**config.mk**
```make
export PLATFORM = sky130hd
export DESIGN_NAME = hilo_muldiv_unit
export DESIGN_NICKNAME = d
export VERILOG_FILES = /design/src/rtl/hilo_muldiv_unit.sv
export SDC_FILE = /design/constraint.sdc
export NUM_CORES = 1
export LEC_CHECK = 0
export ABC_AREA = 1
export BUFFER_PORTS_ARGS = -buffer_cell sky130_fd_sc_hd__buf_2
export CAP_MARGIN = 0
export CORE_UTILIZATION = 35
export DETAILED_ROUTE_END_ITERATION = 8
export GPL_ROUTABILITY_DRIVEN = 0
export SLEW_MARGIN = 25
export SYNTH_ARGS = -nofsm -noshare
export SYNTH_HDL_FRONTEND = slang
export SYNTH_SLANG_ARGS = --single-unit
export TNS_END_PERCENT = 5
```
**constraint.sdc**
```tcl
create_clock -name clk -period 11.4 [get_ports clk]
set_input_delay 1.14 -clock clk [delete_from_list [all_inputs] [get_ports clk]]
set_output_delay 1.14 -clock clk [all_outputs]
set_load 0.05 [all_outputs]
```
**src/rtl/hilo_muldiv_unit.sv**
```systemverilog
// rtl/hilo_muldiv_unit.sv - HI/LO unit: mf/mt moves plus iterative mult/div (MULDIV_FAST_MULT_EN: 1-cycle mult)
module hilo_muldiv_unit #(
    parameter int CNT_W = 6
) (
    input  logic        clk,
    input  logic        rst,
    input  logic        flush,
    input  logic        hold,
    input  logic [7:0]  hilo_op,
    input  logic [31:0] src_a,
    input  logic [31:0] src_b,
    input  logic [31:0] hi_i,
    input  logic [31:0] lo_i,
    output logic        stallreq,
    output logic        hi_we,
    output logic [31:0] hi_o,
    output logic        lo_we,
    output logic [31:0] lo_o,
    output logic [31:0] rd_data
);

    typedef enum logic [1:0] {S_IDLE, S_MUL_RUN, S_DIV_RUN, S_DONE} state_t;

    state_t             r_state;
    logic [CNT_W-1:0]   r_cnt;
    logic [31:0]        r_a;
    logic [31:0]        r_b;
    logic [63:0]        r_prod;
    logic [32:0]        r_rem;
    logic [31:0]        r_quo;
    logic [31:0]        r_raw_a;
    logic               r_neg_q;
    logic               r_neg_r;
    logic               r_dz;
    logic [31:0]        r_hi;
    logic [31:0]        r_lo;

    logic [7:0]  w_op;
    logic        w_signed, w_is_mul, w_is_div, w_start, w_last;
    logic [31:0] w_abs_a, w_abs_b;
    logic [32:0] w_mul_sum;
    logic [63:0] w_mul_next, w_prod_fix;
    logic [33:0] w_div_shift, w_div_diff;
    logic        w_div_ge;
    logic [32:0] w_rem_next;
    logic [31:0] w_quo_next, w_quo_fix, w_rem_fix;

    // Highest set bit of hilo_op selects the operation.
    always_comb begin
        w_op = 8'b0;
        casez (hilo_op)
            8'b1???????: w_op = 8'b1000_0000;
            8'b01??????: w_op = 8'b0100_0000;
            8'b001?????: w_op = 8'b0010_0000;
            8'b0001????: w_op = 8'b0001_0000;
            8'b00001???: w_op = 8'b0000_1000;
            8'b000001??: w_op = 8'b0000_0100;
            8'b0000001?: w_op = 8'b0000_0010;
            8'b00000001: w_op = 8'b0000_0001;
            default:     w_op = 8'b0;
        endcase
    end

    assign w_signed = w_op[3] | w_op[1];
    assign w_is_mul = w_op[3] | w_op[2];
    assign w_is_div = w_op[1] | w_op[0];
`ifdef MULDIV_FAST_MULT_EN
    assign w_start  = w_is_div;
`else
    assign w_start  = w_is_mul | w_is_div;
`endif
    assign w_abs_a  = (w_signed && src_a[31]) ? -src_a : src_a;
    assign w_abs_b  = (w_signed && src_b[31]) ? -src_b : src_b;
    assign w_last   = (r_cnt == CNT_W'(31));

    // Shift-add: low half of r_prod holds the unconsumed multiplier bits.
    assign w_mul_sum  = {1'b0, r_prod[63:32]} + {1'b0, r_a};
    assign w_mul_next = r_prod[0] ? {w_mul_sum, r_prod[31:1]} : {1'b0, r_prod[63:1]};
    assign w_prod_fix = r_neg_q ? -w_mul_next : w_mul_next;

    assign w_div_shift = {r_rem, r_quo[31]};
    assign w_div_diff  = w_div_shift - {2'b0, r_b};
    assign w_div_ge    = ~w_div_diff[33];
    assign w_rem_next  = w_div_ge ? w_div_diff[32:0] : w_div_shift[32:0];
    assign w_quo_next  = {r_quo[30:0], w_div_ge};
    assign w_quo_fix   = r_dz ? 32'hFFFF_FFFF : (r_neg_q ? -w_quo_next : w_quo_next);
    assign w_rem_fix   = r_dz ? r_raw_a : (r_neg_r ? -w_rem_next[31:0] : w_rem_next[31:0]);

`ifdef MULDIV_FAST_MULT_EN
    logic [63:0] w_ext_a, w_ext_b, w_fast_prod;
    assign w_ext_a     = {{32{w_op[3] & src_a[31]}}, src_a};
    assign w_ext_b     = {{32{w_op[3] & src_b[31]}}, src_b};
    assign w_fast_prod = w_ext_a * w_ext_b;
`endif

    always_ff @(posedge clk or posedge rst) begin
        if (rst) begin
            r_state <= S_IDLE;
            r_cnt   <= '0;
            r_a     <= '0;
            r_b     <= '0;
            r_prod  <= '0;
            r_rem   <= '0;
            r_quo   <= '0;
            r_raw_a <= '0;
            r_neg_q <= 1'b0;
            r_neg_r <= 1'b0;
            r_dz    <= 1'b0;
            r_hi    <= '0;
            r_lo    <= '0;
        end else if (flush) begin
            r_state <= S_IDLE;
            r_cnt   <= '0;
        end else begin
            case (r_state)
                S_IDLE: if (w_start) begin
                    r_a     <= w_abs_a;
                    r_b     <= w_abs_b;
                    r_prod  <= {32'b0, w_abs_b};
                    r_quo   <= w_abs_a;
                    r_rem   <= '0;
                    r_raw_a <= src_a;
                    r_neg_q <= w_signed & (src_a[31] ^ src_b[31]);
                    r_neg_r <= w_signed & src_a[31];
                    r_dz    <= w_is_div & (src_b == 32'b0);
                    r_cnt   <= '0;
                    r_state <= w_is_div ? S_DIV_RUN : S_MUL_RUN;
                end
                S_MUL_RUN: begin
                    r_prod <= w_mul_next;
                    r_cnt  <= r_cnt + CNT_W'(1);
                    if (w_last) begin
                        r_hi    <= w_prod_fix[63:32];
                        r_lo    <= w_prod_fix[31:0];
                        r_state <= S_DONE;
                    end
                end
                S_DIV_RUN: begin
                    r_rem <= w_rem_next;
                    r_quo <= w_quo_next;
                    r_cnt <= r_cnt + CNT_W'(1);
                    if (w_last) begin
                        r_hi    <= w_rem_fix;
                        r_lo    <= w_quo_fix;
                        r_state <= S_DONE;
                    end
                end
                S_DONE: if (!hold) r_state <= S_IDLE;
                default: r_state <= S_IDLE;
            endcase
        end
    end

    always_comb begin
        stallreq = 1'b0;
        hi_we    = 1'b0;
        lo_we    = 1'b0;
        hi_o     = 32'b0;
        lo_o     = 32'b0;
        rd_data  = 32'b0;
        if (!rst) begin
            case (r_state)
                S_IDLE: begin
                    if (w_op[7]) rd_data = hi_i;
                    if (w_op[6]) rd_data = lo_i;
                    if (w_op[5] && !flush) begin
                        hi_we = 1'b1;
                        hi_o  = src_a;
                    end
                    if (w_op[4] && !flush) begin
                        lo_we = 1'b1;
                        lo_o  = src_a;
                    end
`ifdef MULDIV_FAST_MULT_EN
                    if (w_is_mul && !flush) begin
                        hi_we = 1'b1;
                        lo_we = 1'b1;
                        hi_o  = w_fast_prod[63:32];
                        lo_o  = w_fast_prod[31:0];
                    end
`endif
                    stallreq = w_start & ~flush;
                end
                S_MUL_RUN, S_DIV_RUN: stallreq = ~flush;
                S_DONE: if (!flush) begin
                    hi_we = 1'b1;
                    lo_we = 1'b1;
                    hi_o  = r_hi;
                    lo_o  = r_lo;
                end
                default: stallreq = 1'b0;
            endcase
        end
    end

endmodule
```
# Yosys cells after proc, flatten, opt, wreduce, memory -nomap -nowiden
# Index checks and enable logic that the tools add are counted.
word_totals:
  elab_cells: 119
  reg_bits: 300
op_classes:
  add_sub_neg: 8
  n_bitwise: 11
  eq_ne: 17
  reduce_logical: 18
  mux: 52
op_table:
  columns: ["cell", "count"]
  rows:
  - ["$mux 32", 21]
  - ["$pmux 32 s2", 5]
  - ["$mux 64", 3]
  - ["$neg 32->32", 4]
  - ["$pmux 64 s2", 1]
  - ["$mux 33", 2]
  - ["$pmux 33 s2", 1]
  - ["$neg 64->64", 1]
  - ["$pmux 8 s8", 1]
  - ["$sub 34x32->34", 1]
  - ["$add 32x32->33", 1]
  - ["$logic_not 32->1", 1]
  - ["$mux 6", 2]
  - ["$pmux 6 s2", 1]
  - ["$reduce_and 3->1", 4]
  - ["$mux 2", 5]
  - ["$eq 8x1->1 const B", 1]
  - ["$eq 7x1->1 const B", 1]
  - ["$add 6x1->6 const B", 1]
  - ["$eq 6x1->1 const B", 1]
  - ["$eq 6x5->1 const B", 1]
  - ["$mux 1", 6]
  - ["$ne 2x2->1 const B", 3]
  - ["$ne 3x3->1 const B", 2]
  - ["20 further kinds", 36]

# Logic depth before layout (Yosys ltp)
depth:
  word_depth: 7
  mapped_depth: 33

# Worst setup path before layout
# No wires, ideal clock.
synth_path:
  kind: "input-to-output"
  startpoint: "input rst"
  endpoint: "output rd_data[0]"
  required_ns: 10.260
  arrival_ns: 9.322
  cell_stages: 3
  path_slack_ns: 0.938
  path_cell_list: "inv_1 -> nand2_1 -> a21oi_1"
synth_between:
  elab_chain_cells: 1
synth_rtl:
  columns: ["item", "line_no", "source"]
  rows:
  - ["start: declaration", "6", "input logic rst,"]
  - ["$mux 32", "161", "if (!rst) begin"]
  - ["end: declaration", "19", "output logic [31:0] rd_data"]
# Every way passes these cells.

# Worst setup path after layout
layout_path:
  startpoint: "register r_rem[23]"
  endpoint: "register r_lo[30]"
layout_between:
  elab_chain_cells: 7
layout_rtl:
  columns: ["item", "line_no", "source"]
  rows:
  - ["start: declaration", "29", "logic [32:0] r_rem;"]
  - ["start signal: assignment", "139", "r_rem <= w_rem_next;"]
  - ["$sub 34x32->34", "82", "assign w_div_diff = w_div_shift - {2'b0, r_b};"]
  - ["$not 1->1", "83", "assign w_div_ge = ~w_div_diff[33];"]
  - ["$neg 32->32", "86", "assign w_quo_fix = r_dz ? 32'hFFFF_FFFF : (r_neg_q ? -w_quo_next : w_quo_next);"]
  - ["$mux 32 (2 in a row)", "86", null]
  - ["$mux 32", "142", "if (w_last) begin"]
  - ["$pmux 32 s2", "115", "case (r_state)"]
  - ["end signal: assignment", "134", "r_lo <= w_prod_fix[31:0];"]
  - ["end signal: assignment", "144", "r_lo <= w_quo_fix;"]
  - ["end: declaration", "36", "logic [31:0] r_lo;"]
# Every way passes these cells. The select of a mux whose other input is x is not followed.
# A chain may end at the register's enable or synchronous reset.

==> results.sh <==
export IMPL_synth_seq_area_share_pct=30.6
export IMPL_regToRegStartpoint="r_rem[23]"
export IMPL_synth_xor_area_share_pct=3.91
export IMPL_netlist_instances=3841
export IMPL_worstPathRequired_ns=11.89
export IMPL_fin_util_pct=40.2
export IMPL_crit_family="simple AND/OR/NAND/NOR gates"
export IMPL_hold_class="reg2reg"
export IMPL_detail_route_antenna_nets=0
export IMPL_critical_path_class="reg2reg"
export IMPL_gr_usage_all_layers_pct=27.0
export IMPL_met3_usage_pct=4.49
export IMPL_synthMuxAreaShare_pct=0
export IMPL_hold_path_startpoint="r_hi[13]"
export IMPL_critPathBufInv=4
export IMPL_drc_errors=0
export IMPL_grt_util_met1_pct=38.5
export IMPL_clockRootBuffer="clkbuf_16"
export IMPL_drt_total_wl_um=97900
export IMPL_seq_power_share_pct=21.2
export IMPL_drv_cap=0
export IMPL_dr_first_iter_drc_count=2963
export IMPL_p_int_mw=3.77
export IMPL_worstPathArrival_ns=5.24
export IMPL_ios=239
export IMPL_fin_cells=4934
export IMPL_insertedDiodeCount=0
export IMPL_peakVddDrop_v=0.000146
export IMPL_p_leak_nw=13.9
export IMPL_die_h_um=266
export IMPL_synth_top_family_by_area="simple AND/OR/NAND/NOR gates"
export IMPL_crit_cells=25
export IMPL_p_per_area_nw_per_um2=311
export IMPL_synthDistinctLibCells=60
export IMPL_reg2reg_to="r_lo[30]"
export IMPL_fmaxAchievable_mhz=211
export IMPL_max_slew_margin_pct=22.8
export IMPL_final_design_area_no_fill_um2=27600
export IMPL_max_stage_delay_ns=0.43
export IMPL_antenna_found_initial=3
export IMPL_grt_pass1_wl_um=146000
export IMPL_synth_nets=4057
export IMPL_clockBufferDepth=3
export IMPL_syn2layout_area_growth_pct=13.1
export IMPL_setup_violations=0
export IMPL_num_vias=26560
export IMPL_drv_slew=0
export IMPL_die_w_um=266
export IMPL_worstPathMaxFanout=26
export IMPL_drt_pass1_iterations=6
export IMPL_core_area_um2=68800
export IMPL_finalNetCount=4195
export IMPL_netSwitchingFraction_pct=56.2
export IMPL_htreeDepth=2
export IMPL_start_util_pct=35.5
export IMPL_reg2reg_depth=25
export IMPL_worstSetupStartpointType="flop"
export IMPL_fin_crit_ns=4.75
export IMPL_rows=96
export IMPL_clock_skew_ns=0.0237
export IMPL_hold_viol=0
export IMPL_switchingPower_mw=4.83
export IMPL_final_layout_size_suffix_gt1_share_pct=10.9
export IMPL_setup_tns_ns=0
export IMPL_crit_path_end_kind="flop"
export IMPL_yosys_area_share_simple_pct=32.5
export IMPL_cpMaxStageDelayCell="dfrtp_1"
export IMPL_vias_per_cell=5.38
export IMPL_cts_reportedPaths_clkPinSlew_ns=0.06
export IMPL_avgSynthCellArea_um2=6.36
export IMPL_grtUsageMet2_pct=40.6
export IMPL_rsz0062_at_grt="no"
export IMPL_synth_seq_cells=299
export IMPL_path_common_cell="nand2_1"
export IMPL_synth_area_um2=24400
export IMPL_yosys_warnings=0
export IMPL_grt_pass1_vias=23736
export IMPL_post_dp_cell_area_um2=26400
export IMPL_critical_path_startpoint="r_rem[23]"
export IMPL_hpwlAfterDp_um=75100
export IMPL_whs_endpoint="r_hi[13]"
export IMPL_worst_skew_pair_late_latency_ns=0.57
export IMPL_synthAdderAreaFrac_pct=3.95
export IMPL_hold_depth=2
export IMPL_worst_pin_slew_ns=1.15
export IMPL_pwr_share_comb_pct=64.2
export IMPL_postCtsHoldBufs=0
export IMPL_dieArea_um2=70900
export IMPL_synth_compound_area_share_pct=18.7
export IMPL_post_cts_resized_instances=0
export IMPL_cts_tree="done"
export IMPL_p_clk_share_pct=14.6
export IMPL_outcome="finished clean"
export IMPL_io_buffers=238
export IMPL_rrSetupSlack_ns=6.65
export IMPL_overflow=0
export IMPL_drt_wirelength_per_cell_um=19.8
export IMPL_fin_crit_sh_pct=41.6
export IMPL_numCtsBuffers=37
export IMPL_cts_sinks=299
export IMPL_dp_cells=4870
export IMPL_grt_max_degree=178
export IMPL_grt_busiest_layer="met2"
export IMPL_post_cts_buffers=0
==> power by group through the flow <==
stage / combinational (mW) / clock, mW / sequential [mW]
finish: 5.53 / 1.26 / 1.82
global route: 6.10 / 1.31 / 1.86
CTS: 5.41 / 1.27 / 1.80
detailed placement: 5.38 / 0 / 1.81
global placement: 5.35 / 0 / 1.81
floorplan: 3.97 / 0 / 1.65
==> metal layers <==
metal | up-vias | part of all wire [%]
li1 | 12753 | -
met1 | 12392 | 45
met2 | 1246 | 43
met3 | 163 | 9.1
met4 | 6 | 3.8
met5 | - | 0.044
==> final cells by class <==
class	instances	area, µm²
well taps	931	1160
multi-input cells	2888	14500
flip-flops and latches	299	7480
inverters	488	1840
repair buffers	265	1430
fillers	7411	41200
clock inverters	10	156
clock buffers	53	1100
==> registers in the layout (all words and copies together) (netlist names) <==
signal,count
r_raw_a,31
r_hi,32
r_b,32
r_quo,32
r_lo,32
r_cnt,6
r_a,32
r_neg_q,1
r_prod,64
r_state,2
r_neg_r,1
r_dz,1
r_rem,33
==> cells by family after synthesis <==
kind of cell,Yosys count
simple gates,1881
compound gates,822
buf+inv,654
flops,299
xor+xnor,109
fa+ha+maj,76
==> cell usage after synthesis (all sizes together) <==
master,instances,area [µm²]
nor2,465,1830
buf,37,218
a22oi,66,495
o41ai,3,26.3
a2111oi,1,8.76
clkbuf,129,484
fa,2,40.0
a41oi,1,8.76
and2,6,37.5
or2,6,37.5
a21o,3,22.5
o21a,2,15.0
ha,74,926
o22ai,38,238
nand3b,9,67.6
o21bai,12,90.1
a22o,1,8.76
nor3b,2,20.0
o31ai,5,42.5
o32ai,1,8.76
o21ai,340,1710
xor2,88,771
a21boi,2,15.0
a31oi,46,288
a211oi,2,15.0
clkinv,4,15.0
nand4,29,196
nand3,252,1320
o221ai,7,61.3
nand2,1052,4080
inv,484,1820
o32a,1,10.0
o211ai,10,75.1
xnor2,21,184
dfrtp,299,7480
nor4,13,93.8
a21oi,281,1430
nor3,47,255
==> tightest hold or removal path, stage by stage (launching register included) <==
cell	delay (ns)
dfrtp_1	0.34
nand2_1	0.06
nand2_1	0.05
==> cells in the final DEF (no fill, tap or decap), types with 37 or more instances in the layout <==
cell	n
a22oi_1	66
clkbuf_16	39
nor2_1	439
o21ai_0	315
nand2_1	1010
xor2_1	88
inv_1	469
ha_1	73
nand3_1	243
o22ai_1	38
dfrtp_1	297
a21oi_1	277
nor3_1	43
nand2_2	37
buf_2	238
a31oi_1	46
==> worst max-delay path by stage <==
stage,endpoint
after floorplan,rd_data[0]
after global placement,r_prod[5]
after detailed placement,r_prod[5]
after CTS,lo_o[12]
after global routing,r_lo[30]
final,r_lo[30]
==> per-stage QoR <==
step | worst slack [ns] | hold WS, ns | total power [mW]
after detailed placement | 6.43 | 0.466 | 7.19
after CTS | 6.64 | 0.482 | 8.48
after global placement | 6.45 | 0.462 | 7.17
after global routing | 6.16 | 0.495 | 9.27
after floorplan | 0.938 | 0.449 | 5.61
final | 6.65 | 0.484 | 8.61
No activity file was read; power rests on OpenSTA's default activity.
